$ cat src/rtl/id_ex_pipe.sv
// ID/EX pipeline register with load-use hazard detection, stall request and
// a saturating count of hazard-stall cycles.
module id_ex_pipe #(
   parameter int DATA_W = 8,
   parameter int REG_W  = 3,
   parameter int CNT_W  = 16
) (
   input  logic              clk,
   input  logic              rst,
   input  logic              id_valid,
   input  logic [REG_W-1:0]  id_rd,
   input  logic [REG_W-1:0]  id_rs,
   input  logic              id_uses_rs,
   input  logic [REG_W-1:0]  id_writereg,
   input  logic              id_regwrite,
   input  logic              id_memread,
   input  logic              id_osrc,
   input  logic [DATA_W-1:0] id_opa,
   input  logic [DATA_W-1:0] id_opb,
   input  logic              hold_in,
   input  logic              flush,
   output logic              ex_valid,
   output logic [REG_W-1:0]  ex_rd,
   output logic [REG_W-1:0]  ex_rs,
   output logic [REG_W-1:0]  ex_writereg,
   output logic              ex_regwrite,
   output logic              ex_memread,
   output logic              ex_osrc,
   output logic [DATA_W-1:0] ex_opa,
   output logic [DATA_W-1:0] ex_opb,
   output logic              stall_out,
   output logic [CNT_W-1:0]  stall_cnt
);

   localparam logic [CNT_W-1:0] CNT_MAX = {CNT_W{1'b1}};

   logic              r_valid;
   logic [REG_W-1:0]  r_rd;
   logic [REG_W-1:0]  r_rs;
   logic [REG_W-1:0]  r_writereg;
   logic              r_regwrite;
   logic              r_memread;
   logic              r_osrc;
   logic [DATA_W-1:0] r_opa;
   logic [DATA_W-1:0] r_opb;
   logic [CNT_W-1:0]  r_cnt;

   logic              w_rd_match;
   logic              w_rs_match;
   logic              w_hazard;

   // Load-use hazard: the load in EX writes a register the ID instruction reads.
   always_comb begin
      w_rd_match = (r_writereg == id_rd);
      w_rs_match = id_uses_rs & (r_writereg == id_rs);
      w_hazard   = r_valid & r_memread & r_regwrite & id_valid & (w_rd_match | w_rs_match);
      stall_out  = ~rst & ~flush & (w_hazard | hold_in);
   end

   // EX register update: reset > flush > hold > hazard bubble > load.
   always_ff @(posedge clk) begin
      if (rst) begin
         r_valid    <= 1'b0;
         r_rd       <= {REG_W{1'b0}};
         r_rs       <= {REG_W{1'b0}};
         r_writereg <= {REG_W{1'b0}};
         r_regwrite <= 1'b0;
         r_memread  <= 1'b0;
         r_osrc     <= 1'b0;
         r_opa      <= {DATA_W{1'b0}};
         r_opb      <= {DATA_W{1'b0}};
         r_cnt      <= {CNT_W{1'b0}};
      end else if (flush || (!hold_in && w_hazard)) begin
         r_valid    <= 1'b0;
         r_rd       <= {REG_W{1'b0}};
         r_rs       <= {REG_W{1'b0}};
         r_writereg <= {REG_W{1'b0}};
         r_regwrite <= 1'b0;
         r_memread  <= 1'b0;
         r_osrc     <= 1'b0;
         r_opa      <= {DATA_W{1'b0}};
         r_opb      <= {DATA_W{1'b0}};
         // Only hazard bubbles are counted; flush bubbles are not stalls.
         if (!flush && (r_cnt != CNT_MAX)) begin
            r_cnt <= r_cnt + {{(CNT_W-1){1'b0}}, 1'b1};
         end else begin
            r_cnt <= r_cnt;
         end
      end else if (hold_in) begin
         r_valid    <= r_valid;
         r_rd       <= r_rd;
         r_rs       <= r_rs;
         r_writereg <= r_writereg;
         r_regwrite <= r_regwrite;
         r_memread  <= r_memread;
         r_osrc     <= r_osrc;
         r_opa      <= r_opa;
         r_opb      <= r_opb;
         r_cnt      <= r_cnt;
      end else begin
         r_valid    <= id_valid;
         r_rd       <= id_rd;
         r_rs       <= id_rs;
         r_writereg <= id_writereg;
         r_regwrite <= id_regwrite;
         r_memread  <= id_memread;
         r_osrc     <= id_osrc;
         r_opa      <= id_opa;
         r_opb      <= id_opb;
         r_cnt      <= r_cnt;
      end
   end

   assign ex_valid    = r_valid;
   assign ex_rd       = r_rd;
   assign ex_rs       = r_rs;
   assign ex_writereg = r_writereg;
   assign ex_regwrite = r_regwrite;
   assign ex_memread  = r_memread;
   assign ex_osrc     = r_osrc;
   assign ex_opa      = r_opa;
   assign ex_opb      = r_opb;
   assign stall_cnt   = r_cnt;

endmodule

$ cat config.mk
export PLATFORM = sky130hd
export DESIGN_NAME = id_ex_pipe
export DESIGN_NICKNAME = d
export VERILOG_FILES = /design/src/rtl/id_ex_pipe.sv
export SDC_FILE = /design/constraint.sdc
export NUM_CORES = 1
export LEC_CHECK = 0
export ABC_AREA = 1
export BUFFER_PORTS_ARGS = -buffer_cell sky130_fd_sc_hd__buf_2
export CAP_MARGIN = 10
export CORE_MARGIN = 4
export CORE_UTILIZATION = 54
export CTS_BUF_LIST = sky130_fd_sc_hd__clkbuf_8
export DETAILED_ROUTE_END_ITERATION = 8
export PLACE_DENSITY = 0.93
export SETUP_SLACK_MARGIN = 0.5
export SLEW_MARGIN = 20
export SYNTH_ARGS = -nofsm -noshare
export SYNTH_HDL_FRONTEND = slang
export SYNTH_SLANG_ARGS = --single-unit
$ cat constraint.sdc
create_clock -name clk -period 2.92 [get_ports clk]
set_clock_uncertainty 0.1 [all_clocks]
set_input_delay 0.146 -clock clk [delete_from_list [all_inputs] [get_ports clk]]
set_output_delay 0.146 -clock clk [all_outputs]
set_load 0.005 [all_outputs]
**Yosys cells after proc, flatten, opt, wreduce, memory -nomap -nowiden**

Index checks and enable logic that the tools add are counted.

- Register bits: 45
- Input port bits: 34

- $add $sub $neg: 1
- Eq/ne operators: 3
- Bitwise gates (word level): 11
- Reduce and logical (&&, ||, !) cells: 7

Operator list:

| operator | number |
|---|---|
| $add 16x1->16 const B | 1 |
| $ne 16x16->1 const B | 1 |
| $and 1x1->1 | 7 |
| $eq 3x3->1 | 2 |
| $logic_and 1x1->1 | 2 |
| $logic_not 1->1 | 2 |
| $not 1->1 | 2 |
| $or 1x1->1 | 2 |
| $reduce_and 2->1 | 1 |
| $reduce_or 2->1 | 1 |
| $logic_or 1x1->1 | 1 |

**Depth between registers and ports, before layout**

- Depth in word-level cells: 7
- Depth in mapped cells: 11
- Gate-level depth less buffers: 11

**Worst setup path before layout**

OpenSTA, ideal clock, no wires.

- Path type: reg-to-reg
- Start: reg r_cnt[0] (netlist: stall_cnt[0])
- End: reg r_cnt[14] (netlist: stall_cnt[14])
- Arrival: 1.455 ns
- Data required time: 2.750 ns
- Path slack: 1.295 ns
- Stages on the path, launching flop included: 12
- Path buffers: 1
- Period minus slack after synthesis: 1.625 ns
- Cells stage by stage: dfxtp_1 > ha_1 > nand3_2 > inv_1 > nand2_1 > nor2_1 > nor2_1 > inv_2 > nor2_4 > buf_6 > nand2_1 > a21oi_1

- Word-level cells in the longest chain between the ends: 3
- Elaborated cells on any way between the ends: 4
- Those cells by class: add/sub (1); eq/ne (1); reduce/logical (2)

RTL lines:

| what | line | source |
|---|---|---|
| start: declaration | 46 | `logic [CNT_W-1:0] r_cnt;` |
| start signal: assignment | 72 | `r_cnt <= {CNT_W{1'b0}};` |
| start signal: assignment | 85 | `r_cnt <= r_cnt + {{(CNT_W-1){1'b0}}, 1'b1};` |
| start signal: assignment | 87 | `r_cnt <= r_cnt;` |
| branches (longest 3 deep; another with $add 16x1->16) | n/a |  |

Several ways; the timed one is not identified.
A chain may end at the register's enable or synchronous reset.

**Final worst setup path**

- Start: reg r_cnt[0] (netlist: stall_cnt[0])
- End: reg r_cnt[1] (netlist: stall_cnt[1])

Same word-level chain as after synthesis.

==> results.py <==
metrics = {
    "status": {
        "status": "finished, violations left",
        "violations": "hold timing",
    },
    "power_and_ir_drop": {
        "irDropWorstVdd_v": 0.000401,
        "fin_total_pwr_w": 0.00113,
        "cellLeakagePower_nw": 1.27,
        "power_density_nw_per_um2": 415,
    },
    "logic_synthesis": {
        "synth_top_area_cell": "dfxtp_1",
        "syn_area_per_cell_sq_um": 6.80,
        "yosysWarnings": 0,
        "ys_top_cells_by_area": "dfxtp_1 43%, nand2_1 21%, a21oi_1 10%",
        "async_flop_share": 0,
        "yosysTopAreaCellShare": 0.434,
        "synth-seq-area-share": 0.434,
        "synth_cell_types": 21,
        "ys_seq_elements": 45,
        "netlist_instances": 305,
        "synth_common_cells": "114 x nand2_1, 45 x dfxtp_1, 43 x a21oi_1",
        "synth_most_common_cell": "nand2_1",
        "syn_nets": 340,
        "ys.flop_type": "dfxtp_1",
        "synth_enable_flop_cells": 0,
        "synthesis.area_sq_um": 2070,
    },
    "clocking": {
        "cts_resized": 0,
        "numCtsBuffers": 5,
        "htree_num_levels": 2,
        "cts_tree": "done",
        "root_buffer": "clkbuf_8",
        "clk_latency_ns": 0.30,
        "clkTransAtPathRegs_ns": 0.08,
        "clock-sinks": 45,
        "cts_buffer_depth": 2,
    },
    "job": {
        "max_cap_violations": 0,
    },
    "sta": {
        "slew_viol_final": 0,
        "slew-limit-headroom": 0.688,
        "finalSetupTns_ns": 0,
        "finalCriticalPeriod_ns": 1.99,
        "holdWs_ns": -0.00569,
        "rsz0062_at_grt": "no",
        "fmax_mhz": 503,
        "tightest_slew_ns": 0.467,
        "setup_viol": 0,
        "hold_viol": 1,
        "finalCritPeriodShare": 0.681,
    },
    "place": {
        "placedCellCount": 422,
        "portBuffers": 79,
        "detailed_place_hpwl_mm": 3.69,
        "gp_congestion": 0.895,
    },
    "routing": {
        "vias_per_cell": 4.99,
        "finalWirelength_mm": 5.68,
        "dr.first_iter.drc_count": 137,
        "ant_nets": 0,
        "num_vias": 2224,
        "post_drt_wl_per_cell_microns": 12.7,
        "drc": 0,
        "firstDrtPassIters": 5,
    },
    "worst_setup_path": {
        "crit_path_end_kind": "flip-flop",
        "cp_max_fo": 11,
        "worst_ep_arrival_time_ns": 2.08,
        "worstPathRequired_ns": 3.01,
        "crit_path_start_kind": "flip-flop",
        "critPathKind": "flip-flop to flip-flop",
    },
    "finish": {
        "drive_above_1_share": 0.236,
        "final_cells": 446,
        "nets": 433,
        "post-route-util": 0.738,
        "n_antenna_cell": 0,
        "fill_cells": 296,
        "area_delta_synth_final_pct": 31.2,
    },
    "grt": {
        "grt_overflow_total": 0,
        "grt_first_pass_wirelength_mm": 9.56,
        "grt_pass1_vias": 2114,
        "track_usage": 0.240,
        "grt_max_degree": 36,
        "grt_antenna_before_repair": 0,
    },
    "floorplanning": {
        "die_x_microns": 70.0,
        "die_area_sq_um": 4900,
        "die_y_microns": 70.0,
        "start_util": 0.562,
        "boundaryPins": 80,
        "core_area_sq_um": 3690,
        "row_count": 22,
    },
    "min_path": {
        "hold_path_class": "input port to flip-flop",
    },
}
==> through the flow <==
step,instance area [sq um],setup slack (ns)
2_1_floorplan,2070,1.30
4_1_cts,2720,0.907
6_report,2720,0.932
3_5_place_dp,2470,0.939
5_1_grt,2720,0.592
3_3_place_gp,2470,0.981
==> layer usage <==
layer  up-vias  track usage  wire length (microns)
met4         0        0.100                    108
met1       983        0.276                   2230
li1       1141            -                      -
met5         -            0                      0
met3        12       0.0619                    401
met2        88        0.418                   2940
==> critical path, cell delays in order, from the launching register on <==
cell and delay, ns:
dfxtp_1 0.35, ha_1 0.24, nand3_2 0.11, inv_1 0.04, nand2_1 0.10, nor2_1 0.06
nor2_1 0.15, nand4_1 0.40, o21ai_0 0.30, nor2_1 0.05
==> area by class of cell <==
type	instances	area [sq um]	share of cell area
Clock buffer	5	68.8	0.0253
Multi-Input combinational cell	227	1020	0.374
Inverter	21	78.8	0.0290
Tap cell	48	60.1	0.0221
Sequential cell	45	901	0.331
Clock inverter	2	16.3	0.00597
Timing Repair Buffer	98	581	0.213
==> registers in the layout, summed over array words and instances (netlist names) <==
signal,flops
stall_cnt,16
ex_opa,8
ex_opb,8
ex_rd,3
ex_rs,3
ex_writereg,3
ex_memread,1
ex_osrc,1
ex_regwrite,1
ex_valid,1
==> cells by family (layout without fill, tap and decap cells) <==
logic type | after synthesis | in the layout | synth area share
buffers and inverters | 33 | 126 | 0.0754
adders and majority gates | 1 | 1 | 0.00603
AOI/OAI and AO/OA | 44 | 44 | 0.106
and+or+nand+nor | 172 | 172 | 0.336
xor gates and xnor gates | 10 | 10 | 0.0422
DFF | 45 | 45 | 0.434
==> final timing paths <==
check,startpoint,end,slack (ns),depth (start not counted)
hold / removal,id_opb[0],ex_opb[0]$_SDFFE_PP0N_,-0.006,3
setup reg to reg,stall_cnt[0]$_SDFFE_PP0P_,stall_cnt[1]$_SDFFE_PP0P_,0.93,9
hold reg to reg,ex_opa[7]$_SDFFE_PP0N_,ex_opa[7]$_SDFFE_PP0N_,0.37,2
setup / recovery,stall_cnt[0]$_SDFFE_PP0P_,stall_cnt[1]$_SDFFE_PP0P_,0.93,9
==> timing repair <==
item	in CTS	in global routing
hold endpoints to repair	17	0
buffers inserted	0	0
hold buffers	17	0
==> layout by cell type, fill, tap and decap left out <==
master	instances
inv_1	19
nand3_4	1
nand3_2	1
nand4_1	3
nor3_1	2
buf_4	2
clkinvlp_4	1
nand3_1	9
clkbuf_8	5
inv_2	2
ha_1	1
buf_2	79
xor2_1	5
dfxtp_1	45
dlygate4sd3_1	17
nand2_1	114
a21oi_1	43
xnor2_1	5
nor2_1	40
clkinv_4	1
nand2_2	1
nor2_4	1
o21ai_0	1
==> power by group <==
group,internal [W],switching [W]
Clock,0.000165,0.000209
Combinational,0.0000580,0.0000648
Sequential,0.000626,0.00000803
Total,0.000849,0.000282
Note: power is estimated with default switching activity, not from simulation.
